### src/rtl/decompression_engine.sv
// decompression_engine: 2-stage valid/ready decoder turning {mantissa, exponent} codes into 24-bit magnitudes.
// Define DECOMP_MIDPOINT_EN to fill the truncated low bits of legal codes with the midpoint pattern.
module decompression_engine #(
    parameter int ERR_CNT_W = 8
) (
    input  logic                 clk,
    input  logic                 reset,
    input  logic                 in_valid_i,
    output logic                 in_ready_o,
    input  logic [11:0]          mantissa_i,
    input  logic [3:0]           exponent_i,
    output logic                 out_valid_o,
    input  logic                 out_ready_i,
    output logic [23:0]          num_o,
    output logic                 err_o,
    output logic                 err_sticky_o,
    output logic [ERR_CNT_W-1:0] err_cnt_o,
    input  logic                 err_clr_i
);
    logic                 s1_v_q, s1_ill_q, s2_v_q, s2_err_q, sticky_q, sticky_d;
    logic [11:0]          s1_m_q;
    logic [3:0]           s1_e_q;
    logic [23:0]          s2_num_q, num_d;
    logic [ERR_CNT_W-1:0] cnt_q, cnt_d;
    logic                 s2_adv, in_fire, in_ill;

    assign s2_adv     = ~s2_v_q | out_ready_i;
    assign in_ready_o = reset & (~s1_v_q | s2_adv);
    assign in_fire    = in_valid_i & in_ready_o;
    assign in_ill     = (exponent_i > 4'd12) | ((exponent_i != 4'd0) & ~mantissa_i[11]);

    assign out_valid_o  = s2_v_q;
    assign num_o        = s2_num_q;
    assign err_o        = s2_err_q;
    assign err_sticky_o = sticky_q;
    assign err_cnt_o    = cnt_q;

    always_comb begin
        num_d = {12'h000, s1_m_q} << s1_e_q;
`ifdef DECOMP_MIDPOINT_EN
        num_d = (s1_e_q != 4'd0) ? (num_d | ((24'h1 << s1_e_q) >> 1)) : num_d;
`endif
        num_d = s1_ill_q ? 24'h0 : num_d;
    end

    // Clear wins over a same-cycle illegal accept; the counter sticks at all-ones.
    always_comb begin
        cnt_d    = err_clr_i ? '0 : cnt_q + ERR_CNT_W'(in_fire & in_ill & ~&cnt_q);
        sticky_d = ~err_clr_i & (sticky_q | (in_fire & in_ill));
    end

    always_ff @(posedge clk) begin
        if (!reset) begin
            s1_v_q   <= 1'b0;
            s1_ill_q <= 1'b0;
            s1_m_q   <= '0;
            s1_e_q   <= '0;
            s2_v_q   <= 1'b0;
            s2_err_q <= 1'b0;
            s2_num_q <= '0;
            sticky_q <= 1'b0;
            cnt_q    <= '0;
        end else begin
            if (in_ready_o) begin
                s1_v_q <= in_valid_i;
                if (in_valid_i) begin
                    s1_m_q   <= mantissa_i;
                    s1_e_q   <= exponent_i;
                    s1_ill_q <= in_ill;
                end
            end
            if (s2_adv) begin
                s2_v_q <= s1_v_q;
                if (s1_v_q) begin
                    s2_num_q <= num_d;
                    s2_err_q <= s1_ill_q;
                end
            end
            sticky_q <= sticky_d;
            cnt_q    <= cnt_d;
        end
    end
endmodule

### config.mk
export PLATFORM = sky130hd
export DESIGN_NAME = decompression_engine
export DESIGN_NICKNAME = d
export VERILOG_FILES = /design/src/rtl/decompression_engine.sv
export SDC_FILE = /design/constraint.sdc
export NUM_CORES = 1
export LEC_CHECK = 0
export ABC_AREA = 1
export CAP_MARGIN = 20
export CORE_UTILIZATION = 23
export CTS_CLUSTER_DIAMETER = 30
export DETAILED_ROUTE_END_ITERATION = 10
export PLACE_DENSITY = 0.53
export RECOVER_POWER = 25
export SETUP_SLACK_MARGIN = 0.3
export SLEW_MARGIN = 10
export SYNTH_ARGS = -nofsm -noshare
export SYNTH_HDL_FRONTEND = slang
export SYNTH_SLANG_ARGS = --single-unit
export TNS_END_PERCENT = 30
### constraint.sdc
create_clock -name clk -period 2.57 [get_ports clk]
set_input_delay 0.514 -clock clk [delete_from_list [all_inputs] [get_ports clk]]
set_output_delay 0.514 -clock clk [all_outputs]
set_load 0.005 [all_outputs]
==> out/metrics.csv, run 1 <==
stage,metric,value,unit
cts,CTS clock-pin slew for the worst setup and hold paths,0.10,ns
die,initial cell density of the core,0.2358,
sta,Final min period,2.216,ns
sta,Final Max Tran Viols,0,
grt,number of global-route vias before repair,2514,
grt,all-layer global routing usage,0.1271,
cts,Sinks on Clock Net,53,
synthesis,syn_nets,393,
cts,post-CTS setup repair buffer count,0,
sta,Max Freq,0.4512,GHz
placement,Final HPWL DP,5185,um
drt,via count,2542,
synthesis,share of synthesized area occupied by flip-flops and latches,0.4169,
synthesis,"post-synthesis share of cell area spent on full adders, half adders and majority gates",0.009833,
pwr,Clk network pwr share,0.298,
die,Core Box Area,10790,um2
finish,final instance count without filler cells,562,
critical_path,CP Data Required Time,2.79,ns
drt,count of routing violations after the opening detailed-route iteration,151,
die,full die area,11490,um2
cts,cts bufs inserted,5,
placement,Cell Count Post-Placement,554,
synthesis,number of synthesized register bits,53,
finish,antenna cell count,0,
pwr,maximum resistive drop on vdd,0.0002143,V
pwr,post-route total power,1.659,mW
pwr,Power Internal,1.169,mW
worst_hold_path,hold-critical path depth,2,
drt,routed length per placed instance,12.53,um
synthesis,post-synthesis area per instance,6.878,um2
worst_hold_path,class of the tightest hold or removal check,register to register,
critical_path,critical path class,input port to register,
cts,number of buffers on the longest clock path,2,
die,Die Wd,107.2,um
cts,clock latency at the later pin of the worst-skew pair,0.32,ns
placement,gp weighted congestion,0.8145,
drt,via density per instance,4.523,
pwr,combinational power share,0.167,
finish,share of final-layout standard cells stronger than drive strength 1,0.07109,
finish,"leading cell types in the layout, fill and taps excluded","sky130_fd_sc_hd__nand2_1 (112), sky130_fd_sc_hd__clkdlybuf4s50_1 (54), sky130_fd_sc_hd__dfxtp_1 (53)",
critical_path,Worst Reg-to-Reg Cells,13,
sta,actual transition at the worst max-transition pin,1.156,ns
sta,clock skew after layout,0.01642,ns
cts,CTS tree,yes,
pwr,power density normalized to cell area,499.1,nW/um2
cts,level count of the clock H-tree,2,
grt,antenna violations before repair,0,
critical_path,Setup crit start kind,input port,
sta,RSZ-0062 raised after global routing,true,
grt,wire length of the first global-routing pass,11650,um
pwr,switching power total,490.2,uW
flow_run,Max Cap Violations,0,
synthesis,Cell variety after synth,23,
cts,root buf cell,sky130_fd_sc_hd__clkbuf_8,
status,outcome,finished clean,
pwr,leakage power figure,1.269,nW
finish,number of nets in the finished design,444,
drt,count of TritonRoute iterations in the first routing pass,4,
sta,worst relative slew slack,0.2290,
die,row count,38,
synthesis,Synth Warn #,0,
critical_path,highest net fanout along the worst path,3,
drt,routed wire length,7044,um
drt,number of nets still failing antenna checks after routing,0,
synthesis,gate count after technology mapping,370,
synthesis,"post-synthesis share of cell area spent on and, or, nand and nor gates",0.3319,
placement,IO buf count,56,
finish,final standard cell area without fillers,3324,um2
critical_path,endpoint kind of the worst setup timing path,register,
synthesis,XOR/XNOR Fraction of Synth Area,0,
synthesis,main combinational cell family by area after synthesis,simple AND/OR/NAND/NOR gates,
synthesis,compound-cell area share of the yosys netlist,0.1529,
sta,final-layout setup total negative slack,0,ns
sta,number of setup violations in the final report,0,
critical_path,Worst EP arrival,2.43,ns
synthesis,combined area of all synthesized cells,2545,um2
pwr,proportion of total power due to net switching,0.2954,
sta,final hold violation count,0,
finish,synth-to-layout area growth,30.63,%
grt,largest net degree at the start of global routing,25,
placement,cell area after placement,3217,um2
synthesis,share of synthesized area spent on multiplexers,0,
sta,period utilisation layout,0.8624,
grt,leftover overflow at the end of global routing,0,
die,y dimension of the die,107.2,um
pwr,portion of total power attributed to sequential cells,0.535,
drt,residual DRC count,0,
finish,"commonest non-fill, non-tap cell in the layout",sky130_fd_sc_hd__nand2_1,
die,# IOs,57,
power by group through the flow:
stage | Clock, mW | Combinational [mW] | Sequential [mW]
after floorplan | 0 | 0.182 | 0.895
after global placement | 0 | 0.277 | 0.905
after detailed placement | 0 | 0.280 | 0.907
after CTS | 0.520 | 0.281 | 0.888
after global routing | 0.549 | 0.311 | 0.894
final | 0.495 | 0.277 | 0.887
area by class of cell:
class	count	area, um2
Sequential cell	53	1061
Multi-Input combinational cell	268	1274
Clock inverter	3	25.02
Timing Repair Buffer	62	604.3
Clock buffer	5	68.82
Inverter	31	116.4
Tap cell	140	175.2
Fill cell	1156	7468
per-stage QoR:
stage	worst slack (ns)	utilization	hold slack [ns]
floorplan	0.6101	-	0.4436
global placement	0.07441	0.2981	0.4426
detailed placement	-0.01459	0.2981	0.4436
CTS	0.3290	0.3074	0.4650
global route	0.1399	0.3080	0.4864
finish	0.3537	0.3080	0.4663
cell usage after synthesis:
cell type                  number  area share
sky130_fd_sc_hd__buf_2          6       0.012
sky130_fd_sc_hd__inv_2          3      0.0044
sky130_fd_sc_hd__clkbuf_1       6      0.0088
sky130_fd_sc_hd__ha_1           2      0.0098
sky130_fd_sc_hd__nor2_4         3       0.013
sky130_fd_sc_hd__nand3_4        1      0.0069
sky130_fd_sc_hd__nand2_1      112        0.17
sky130_fd_sc_hd__nor3_1         3      0.0059
sky130_fd_sc_hd__o21ai_0       21       0.041
sky130_fd_sc_hd__nand4_1        1      0.0025
sky130_fd_sc_hd__o21ai_2        6       0.021
sky130_fd_sc_hd__a21oi_1       34       0.067
sky130_fd_sc_hd__buf_4          3      0.0088
sky130_fd_sc_hd__o21a_1         1      0.0030
sky130_fd_sc_hd__a22oi_1        5       0.015
sky130_fd_sc_hd__dfxtp_1       53        0.42
sky130_fd_sc_hd__a41oi_1        1      0.0034
sky130_fd_sc_hd__nand2_2        1      0.0025
sky130_fd_sc_hd__a21boi_0       1      0.0030
sky130_fd_sc_hd__buf_6          3       0.013
sky130_fd_sc_hd__nor2_1        28       0.041
sky130_fd_sc_hd__inv_1         28       0.041
sky130_fd_sc_hd__nand3_1       48       0.094
state kept, by name, summed over array words and instances (netlist names):
register	count
num_o	24
s1_m_q	12
err_cnt_o	8
s1_e_q	4
err_o	1
err_sticky_o	1
out_valid_o	1
s1_ill_q	1
s1_v_q	1
repair_timing:
| action | 4_1_cts | 5_1_grt |
|---|---|---|
| hold buffers | 0 | 0 |
| pin swaps | 1 | 1 |
| gates resized for setup | 2 | 8 |
| endpoints found under the setup margin | 1 | 2 |
per-layer routing:
layer,up-vias,global-route usage,wire (um)
li1,1304,-,-
met1,1177,0.1597,3341
met2,52,0.2180,3283
met5,-,0,0
met4,0,0.03229,75
met3,9,0.02918,343
critical path, stage by stage:
cell	delay, ns
sky130_fd_sc_hd__clkdlybuf4s50_1	0.45
sky130_fd_sc_hd__inv_1	0.06
sky130_fd_sc_hd__nand3_1	0.11
sky130_fd_sc_hd__nand2_2	0.07
sky130_fd_sc_hd__nor2_1	0.15
sky130_fd_sc_hd__nand3_2	0.12
sky130_fd_sc_hd__a41oi_2	0.18
sky130_fd_sc_hd__ha_2	0.22
sky130_fd_sc_hd__nand3_2	0.08
sky130_fd_sc_hd__nor2_2	0.13
sky130_fd_sc_hd__nand2_1	0.05
sky130_fd_sc_hd__inv_1	0.07
sky130_fd_sc_hd__nand2_1	0.07
sky130_fd_sc_hd__o21ai_1	0.12
sky130_fd_sc_hd__a21oi_1	0.05
final timing paths:
kind	from	endpoint	slack, ns
worst max-delay path	out_ready_i	err_cnt_o[7]	0.35
worst min-delay path	err_sticky_o	err_sticky_o	0.47
worst max register to register	s1_v_q	err_cnt_o[7]	0.66
worst min register to register	err_sticky_o	err_sticky_o	0.47
logic make-up (layout without fill, tap and decap cells):
family | Yosys count | in the layout
and+or+nand+nor | 197 | 197
AOI/OAI and AO/OA | 69 | 69
DFF | 53 | 53
buffers and inverters | 49 | 101
adders and majority gates | 2 | 2
Note: power is estimated with default switching activity, not from simulation.
==> inputs of run 2 (changes only) <==
Settings changed: TNS_END_PERCENT 30 to 100.
==> results of run 2 <==
Final layout, timing and power as in run 1 (identical DEF).
==> inputs of run 3 (changes only) <==
Settings changed: CTS_BUF_LIST set to sky130_fd_sc_hd__clkbuf_16, MAX_ROUTING_LAYER set to met4.
==> run 3 against run 2 <==
Count of clock-buffer cells in the layout stayed put. Die area did not move. Clock power grew 38%. Global-route usage increased by 0.44 points. Clock skew down 0.0071 ns. Worst setup slack better by 0.0016 ns. Cell area increased by 2.7%. Fmax is essentially flat. Utilization increased by 0.82 points. Flip-flop and latch count is the same.
==> out/metrics.csv, run 3 (synthesized netlist as in run 1, its figures left out) <==
stage,metric,value,unit,change
finish,"commonest non-fill, non-tap cell in the layout",sky130_fd_sc_hd__nand2_1,,
sta,final-layout setup total negative slack,0,ns,unchanged
finish,utilization after layout,0.3163,,+0.008231
finish,"leading cell types in the layout, fill and taps excluded","sky130_fd_sc_hd__nand2_1 (112), sky130_fd_sc_hd__dfxtp_1 (53), sky130_fd_sc_hd__clkdlybuf4s50_1 (50)",,
sta,actual transition at the worst max-transition pin,1.123,ns,-0.03315 ns
status,outcome,finished clean,,
sta,Max Freq,0.4515,GHz,about the same
cts,total of hold buffers inserted after clock tree synthesis,0,,unchanged
placement,IO buf count,56,,unchanged
finish,number of nets in the finished design,447,,+0.68%
pwr,leakage power figure,1.331,nW,+4.9%
cts,level count of the clock H-tree,2,,unchanged
die,Core Box Area,10790,um2,unchanged
drt,routed wire length,7120,um,+1.1%
drt,residual DRC count,0,,unchanged
critical_path,cell with the most instances on the worst path,sky130_fd_sc_hd__nand2_1,,
drt,total length of routed met2 wires,3399,um,+3.5%
finish,antenna cell count,0,,unchanged
critical_path,Worst Reg-to-Reg Cells,13,,unchanged
placement,Final HPWL DP,5185,um,unchanged
cts,root buf cell,sky130_fd_sc_hd__clkbuf_16,,
finish,max FFs per register,24,,unchanged
die,# IOs,57,,unchanged
sta,final hold violation count,0,,unchanged
sta,Final min period,2.215,ns,-0.001579 ns
critical_path,crit path cell chain,dlygate4sd3_1 > nand2_1 > nor2_1 > nand3_2 > a41oi_2 > ha_2 > nand3_2 > nor2_2 > nand2_1 > inv_2 > nand2_1 > o21ai_1 > a21oi_1,,
placement,gp weighted congestion,0.8266,,+1.5%
finish,synth-to-layout area growth,34.12,%,
cts,Sinks on Clock Net,53,,unchanged
sta,Final Max Tran Viols,0,,unchanged
cts,number of buffers on the longest clock path,2,,unchanged
critical_path,Max stage delay on crit path,0.55,ns,+0.10 ns
critical_path,slowest cell on the critical path,sky130_fd_sc_hd__dlygate4sd3_1,,
grt,antenna violations before repair,0,,unchanged
drt,routed length per placed instance,12.60,um,+0.54%
die,initial cell density of the core,0.2358,,unchanged
placement,pre-CTS WS,-0.01459,ns,unchanged
sta,number of setup violations in the final report,0,,unchanged
die,Die Wd,107.2,um,unchanged
die,row count,38,,unchanged
sta,period utilisation layout,0.8618,,about the same
grt,largest net degree at the start of global routing,25,,unchanged
worst_hold_path,class of the tightest hold or removal check,register to register,,
drt,number of nets still failing antenna checks after routing,0,,unchanged
sta,RSZ-0062 raised after global routing,false,,
critical_path,Setup crit start kind,input port,,
cts,CTS tree,yes,,
pwr,power density normalized to cell area,541.7,nW/um2,+8.5%
drt,count of TritonRoute iterations in the first routing pass,4,,unchanged
sta,Final WS setup,0.3553,ns,+0.001579 ns
critical_path,Worst EP arrival,2.40,ns,-0.03 ns
finish,share of final-layout standard cells stronger than drive strength 1,0.08471,,+0.01362
sta,clock skew after layout,0.009354,ns,-0.007065 ns
flow_run,Max Cap Violations,0,,unchanged
critical_path,endpoint kind of the worst setup timing path,register,,
die,y dimension of the die,107.2,um,unchanged
die,full die area,11490,um2,unchanged
cts,cts bufs inserted,5,,unchanged
drt,via density per instance,4.540,,+0.37%
critical_path,critical path class,input port to register,,
grt,leftover overflow at the end of global routing,0,,unchanged
critical_path,CP Data Required Time,2.76,ns,-0.03 ns
drt,met3 layer wire length in the routed design,367,um,+7.0%
grt,all-layer global routing usage,0.1315,,+0.004361
finish,number of fill cells,1156,,unchanged
cts,clock latency at the later pin of the worst-skew pair,0.29,ns,-0.03 ns
critical_path,highest net fanout along the worst path,2,,-1
drt,Routed met1 length,3278,um,-1.9%
drt,count of routing violations after the opening detailed-route iteration,140,,-7.3%
grt,number of global-route vias before repair,2526,,+0.48%
grt,wire length of the first global-routing pass,11710,um,+0.53%
drt,topmost layer with routed signal wires,met4,,
cts,CTS clock-pin slew for the worst setup and hold paths,0.07,ns,-0.03 ns
sta,worst relative slew slack,0.2511,,+0.02210
pwr,maximum resistive drop on vdd,0.0002809,V,+31%
worst_hold_path,hold-critical path depth,2,,unchanged
drt,via count,2565,,+0.90%
## run 3: path summary, 6_finish.rpt
check                    start            to  slack [ns]
setup / recovery         reset  err_cnt_o[7]        0.36
hold / removal    err_sticky_o  err_sticky_o        0.46
setup reg to reg        s1_v_q  err_cnt_o[7]        0.66
hold reg to reg   err_sticky_o  err_sticky_o        0.46
## run 3: critical path, delay by kind of cell
kind	cells	cell delay (ns)
AND/OR/NAND/NOR	7	0.70
AO/OA/AOI/OAI	3	0.36
buffers and inverters	2	0.61
adder cells (fa/ha/maj)	1	0.22
## run 3: per-stage QoR
stage	hold slack [ns]	cell area (um2)	std cells	power, mW
global placement	0.4426	3217	554	1.183
detailed placement	0.4436	3217	554	1.186
floorplan	0.4436	2545	370	1.078
CTS	0.4602	3374	562	1.876
global route	0.4812	3413	565	1.951
finish	0.4619	3413	565	1.849
## run 3: area by class of cell
class,count,area (um2),area share
Timing Repair Buffer,65,631.9,0.1851
Inverter,31,116.4,0.03409
Clock inverter,3,25.02,0.007331
Sequential cell,53,1061,0.3109
Multi-Input combinational cell,268,1279,0.3746
Tap cell,140,175.2,0.05132
Clock buffer,5,125.1,0.03666
## run 3: where the power goes
group / internal, mW / switching, mW / total (mW)
Combinational: 0.117 / 0.161 / 0.278
Sequential: 0.855 / 0.0322 / 0.887
Clock: 0.367 / 0.317 / 0.683
Total: 1.34 / 0.510 / 1.85
## run 3: timing repair
item | in CTS | in global routing
pin swaps | 1 | 5
gates resized for setup | 2 | 11
setup buffers | 0 | 3
setup endpoints to repair | 1 | 2
## run 3: metal layers
metal	vias to the layer above	GRT usage
li1	1316	-
met1	1174	0.1613
met2	67	0.2207
met3	8	0.02857
met4	0	0.02935
met5	-	-
